[src/rtl/pio_cpl_tx.sv]
// PIO completion transmitter: captures one completion request and emits it
// as a two-beat 3-DW Cpl/CplD TLP on a 64-bit AXI4-Stream interface.
module pio_cpl_tx (
    input  logic        clk,
    input  logic        rst_n,
    input  logic        req_compl,
    input  logic        req_compl_wd,
    input  logic [2:0]  req_tc,
    input  logic [1:0]  req_attr,
    input  logic [9:0]  req_len,
    input  logic [15:0] req_rid,
    input  logic [7:0]  req_tag,
    input  logic [3:0]  req_be,
    input  logic [6:0]  req_addr,
    input  logic [31:0] rd_data,
    input  logic [15:0] completer_id,
    output logic [63:0] tx_tdata,
    output logic [7:0]  tx_tkeep,
    output logic        tx_tlast,
    output logic        tx_tvalid,
    input  logic        tx_tready,
    output logic        compl_done,
    output logic        cpl_busy
);

    typedef enum logic [1:0] {IDLE, BEAT0, BEAT1} state_t;

    state_t      state_q, state_d;
    logic        compl_done_q, compl_done_d;
    logic        load;

    logic        wd_q;
    logic [2:0]  tc_q;
    logic [1:0]  attr_q;
    logic [9:0]  len_q;
    logic [15:0] rid_q;
    logic [7:0]  tag_q;
    logic [3:0]  be_q;
    logic [4:0]  addr_q;
    logic [31:0] data_q;
    logic [15:0] cid_q;

    logic [11:0] byte_cnt;
    logic [1:0]  low_addr;
    logic [31:0] dw0, dw1, dw2;

    logic        unused_addr_bits;
    assign unused_addr_bits = ^req_addr[1:0];

    always_ff @(posedge clk) begin
        if (!rst_n) begin
            state_q      <= IDLE;
            compl_done_q <= 1'b0;
        end else begin
            state_q      <= state_d;
            compl_done_q <= compl_done_d;
        end
    end

    // Clearing the captured fields on reset discards any in-flight request.
    always_ff @(posedge clk) begin
        if (!rst_n) begin
            wd_q   <= 1'b0;
            tc_q   <= '0;
            attr_q <= '0;
            len_q  <= '0;
            rid_q  <= '0;
            tag_q  <= '0;
            be_q   <= '0;
            addr_q <= '0;
            data_q <= '0;
            cid_q  <= '0;
        end else if (load) begin
            wd_q   <= req_compl_wd;
            tc_q   <= req_tc;
            attr_q <= req_attr;
            len_q  <= req_len;
            rid_q  <= req_rid;
            tag_q  <= req_tag;
            be_q   <= req_be;
            addr_q <= req_addr[6:2];
            data_q <= rd_data;
            cid_q  <= completer_id;
        end
    end

    always_comb begin
        byte_cnt = 12'd1;
        casez (be_q)
            4'b1??1:                   byte_cnt = 12'd4;
            4'b01?1, 4'b1?10:          byte_cnt = 12'd3;
            4'b0011, 4'b0110, 4'b1100: byte_cnt = 12'd2;
            default:                   byte_cnt = 12'd1;
        endcase

        low_addr = 2'b00;
        if (be_q[0])      low_addr = 2'b00;
        else if (be_q[1]) low_addr = 2'b01;
        else if (be_q[2]) low_addr = 2'b10;
        else if (be_q[3]) low_addr = 2'b11;
    end

    assign dw0 = {1'b0, (wd_q ? 2'b10 : 2'b00), 5'b01010, 1'b0, tc_q,
                  4'b0000, 2'b00, attr_q, 2'b00, len_q};
    assign dw1 = {cid_q, 3'b000, 1'b0, byte_cnt};
    assign dw2 = {rid_q, tag_q, 1'b0, addr_q, low_addr};

    always_comb begin
        state_d      = state_q;
        load         = 1'b0;
        compl_done_d = 1'b0;
        tx_tvalid    = 1'b0;
        tx_tlast     = 1'b0;
        tx_tkeep     = 8'h00;
        tx_tdata     = 64'h0;
        case (state_q)
            IDLE: begin
                if (req_compl) begin
                    load    = 1'b1;
                    state_d = BEAT0;
                end
            end
            BEAT0: begin
                tx_tvalid = 1'b1;
                tx_tdata  = {dw1, dw0};
                tx_tkeep  = 8'hFF;
                if (tx_tready) state_d = BEAT1;
            end
            BEAT1: begin
                tx_tvalid = 1'b1;
                tx_tlast  = 1'b1;
                tx_tdata  = {(wd_q ? data_q : 32'h0), dw2};
                tx_tkeep  = wd_q ? 8'hFF : 8'h0F;
                if (tx_tready) begin
                    state_d      = IDLE;
                    compl_done_d = 1'b1;
                end
            end
            default: state_d = IDLE;
        endcase
    end

    assign compl_done = compl_done_q;
    assign cpl_busy   = (state_q != IDLE);

endmodule

[config.mk]
export PLATFORM = sky130hd
export DESIGN_NAME = pio_cpl_tx
export DESIGN_NICKNAME = d
export VERILOG_FILES = /design/src/rtl/pio_cpl_tx.sv
export SDC_FILE = /design/constraint.sdc
export NUM_CORES = 1
export LEC_CHECK = 0
export BUFFER_PORTS_ARGS = -buffer_cell sky130_fd_sc_hd__buf_2
export CAP_MARGIN = 20
export CORE_MARGIN = 5
export CORE_UTILIZATION = 49
export CTS_CLUSTER_SIZE = 25
export DETAILED_ROUTE_END_ITERATION = 8
export GPL_ROUTABILITY_DRIVEN = 0
export PLACE_DENSITY_LB_ADDON = 0.1
export SYNTH_ARGS = -nofsm -noshare
export SYNTH_HDL_FRONTEND = slang
export SYNTH_SLANG_ARGS = --single-unit
[constraint.sdc]
create_clock -name clk -period 2 [get_ports clk]
set_input_delay 0 -clock clk [delete_from_list [all_inputs] [get_ports clk]]
set_output_delay 0 -clock clk [all_outputs]
set_load 0.01 [all_outputs]
==> results.tsv <==
stage	metric	value	unit
status	status	completed	
timing	sum of negative setup slack	0	ns
clocking	Root Driver	clkbuf_8	
setup_path	worst path cell trace	inv_2, ha_4, and3_1, buf_12, or2_2, buf_2	
setup_path	worst reg2reg setup slack	0.43	ns
setup_path	Critical Path Fanout Max	33	
synthesis	top cell type's share of synthesized area	0.445	
setup_path	critical path required time	2.00	ns
placement	port bufs	176	
synthesis	ys flop type	dfxtp_1	
clocking	postcts setup bufs	0	
synthesis	cell taking the most area after synthesis	dfxtp_1	
synthesis	synth cell count leaders	nand2_1 (204), dfxtp_1 (100), a21boi_0 (69)	
floorplan	I/O pins	179	
clocking	Clock transition at path regs	0.09	ns
grt	GRT overflow	0	
grt	Total GRT Usage	0.224	
final_layout	layout cells sized above 1	0.267	
synthesis	Syn Nets	650	
drt	drt wl/cell	14.1	um
clocking	CTS sink cnt	100	
synthesis	Warnings, synthesis	0	
power_and_ir_drop	post-layout total power	5.92	mW
final_layout	post-route insts no fill	901	
floorplan	Die ar.	0.0112	mm^2
drt	initial DRC count	158	
power_and_ir_drop	Leak	3.02	nW
min_path	Min-Delay Path Class	input pin to flop	
power_and_ir_drop	Power Dens Cells	900	mW/mm^2
clocking	CTS Buf Count	9	
timing	unrepaired setup endpoints after global routing	no	
min_path	Worst Hold End	rid_q[0]	
setup_path	nature of the critical path endpoint	output port	
placement	HPWL Detailed	7.90	mm
synthesis	Area contributors post-synth	dfxtp_1 (44%), nand2_1 (17%), a21boi_0 (12%)	
min_path	Min-Delay Path Depth	4	
final_layout	Total Nets Final	894	
floorplan	CORE AREA	0.00911	mm^2
timing	Hold Vio Cnt, Final	0	
flow_run	MaxCap Viol Count	0	
floorplan	Die Width	106	um
timing	Post-Route Skew	0.00969	ns
timing	Hold WS	0.0788	ns
setup_path	CP max stage delay	0.36	ns
synthesis	synthesized flop and latch total	100	
setup_path	Critical Path Start Type	flop	
timing	final setup vio count	0	
drt	Detail Route Antenna Nets	0	
timing	max-slew violations	0	
floorplan	initial core utilization	0.494	
synthesis	most common cell in the netlist	nand2_1	
timing	achievable clock frequency	524	MHz
clocking	H-tree levels	3	
final_layout	fin area	0.00657	mm^2
setup_path	depth of the most critical reg-to-reg path	6	
timing	final period utilization	0.955	
min_path	hold_sp	req_compl	
floorplan	Die Ht	106	um
synthesis	ys async rst share	0	
drt	via count	4472	
final_layout	Seq. cell area	0.00200	mm^2
power_and_ir_drop	VDD IR-drop max	0.000760	V
timing	worst rel slew slack	0.643	
setup_path	r2r endpoint	len_q[1]	
synthesis	Synth cell types	29	
drt	Via-to-Cell Ratio	4.96	
drt	drc violations	0	
grt	pin count of the biggest net entering global routing	67	
final_layout	multi-input logic area	0.00219	mm^2
timing	post-route setup slack	0.0901	ns
clocking	Worst-Skew Late Latency	0.35	ns
clocking	TritonCTS clock tree	built	
placement	Placed Area	0.00535	mm^2
placement	pre-CTS setup slack	0.204	ns
setup_path	Top delay family on crit path	simple AND/OR/NAND/NOR gates	
grt	first-pass GRT wire length	20.9	mm
drt	TritonRoute pass-1 iters	4	
timing	Least-Margin Pin Slew	0.536	ns
final_layout	Antenna Cells	0	
final_layout	Layout area overhead	46.1	%
synthesis	synthesized cell area	0.00450	mm^2
synthesis	cell count after synthesis	543	
synthesis	sequential share of the synthesized area	0.445	
grt	antenna violations before repair	0	
floorplan	# rows	35	
final_layout	post-layout util	0.721	
grt	number of global-route vias before repair	4542	
clocking	CTS Buffer Depth	2	
setup_path	slowest library cell on the worst path	dfxtp_2	
setup_path	crit path kind	flop to output port	
final_layout	Fillers	698	
synthesis	Mapped Avg Cell Area	8.29	um^2
setup_path	Crit path buffers/inverters	3	
setup_path	arrival time worst endpoint	1.91	ns
drt	Post-Route WL	12.7	mm
setup_path	reg2reg start	state_q[0]	
timing	minimum clock period	1.91	ns
placement	dpl cells	789	
synthesis	Post-synth EDFFs	0	
-- worst register-to-register path, cell delays in order (launching register included) --
cell	delay [ns]
dfxtp_2	0.35
inv_2	0.09
ha_4	0.17
and2_4	0.32
buf_4	0.31
nand2_1	0.08
a21boi_0	0.17
-- layout make-up --
cell class,count,area share
tap,111,0.0211
multi-input combinational,387,0.333
timing repair buffer,285,0.308
clock buffer,10,0.0194
inverter,4,0.00228
clock inverter,4,0.0116
sequential,100,0.305
-- registers in the layout (all words and copies together) (netlist names), 2 cells and up --
register,cells
tc_q,3
attr_q,2
tag_q,8
be_q,4
cid_q,16
rid_q,16
addr_q,5
len_q,10
state_q,2
data_q,32
-- routing by layer --
layer | vias up | track usage | part of all wire
li1 | 2258 | - | -
met1 | 2059 | 0.261 | 0.41
met2 | 132 | 0.406 | 0.50
met3 | 23 | 0.0472 | 0.063
met4 | 0 | 0.0777 | 0.020
met5 | - | 0 | 0
-- where the power goes --
group	leakage, nW	total (mW)	switching (mW)	internal [mW]
Sequential	0.821	2.52	0.184	2.33
Clock	0.0984	1.36	0.668	0.695
Combinational	2.10	2.04	1.15	0.884
Total	3.02	5.92	2.01	3.91
-- repair_timing --
action,in CTS,in global routing
pin swaps,0,0
endpoints found under the hold margin,98,0
gates resized for setup,5,5
endpoints found under the setup margin,40,21
hold buffers,98,0
-- placed cells by master (no fill, tap or decap), types with 3 or more instances in the layout --
cell	n
a21boi_0	69
a21boi_1	30
a22o_1	30
and2_1	28
and3_1	3
buf_12	6
buf_2	176
buf_4	4
clkbuf_8	9
dfxtp_1	98
dlygate4sd3_1	98
ha_1	3
nand2_1	204
-- logic make-up (layout without fill, tap and decap cells) --
kind of cell               Yosys count  count (layout)  synth area share
buffers and inverters               56             303            0.0767
AOI/OAI and AO/OA                  139             139             0.241
muxes                                2               2           0.00445
and+or+nand+nor                    242             242             0.222
DFF                                100             100             0.445
adders and majority gates            4               4            0.0111
-- worst max-delay path by stage --
stage	startpoint	to	slack, ns	cells past startpoint
2_1_floorplan	state_q[0]	tx_tkeep[5]	0.34	6
3_3_place_gp	state_q[0]	tx_tdata[4]	0.28	5
3_5_place_dp	state_q[0]	tx_tdata[2]	0.20	5
4_1_cts	state_q[1]	tx_tkeep[6]	0.03	6
5_1_grt	state_q[0]	tx_tkeep[7]	0.007	6
6_report	state_q[0]	tx_tkeep[6]	0.09	6
(Power assumes the default switching activity.)
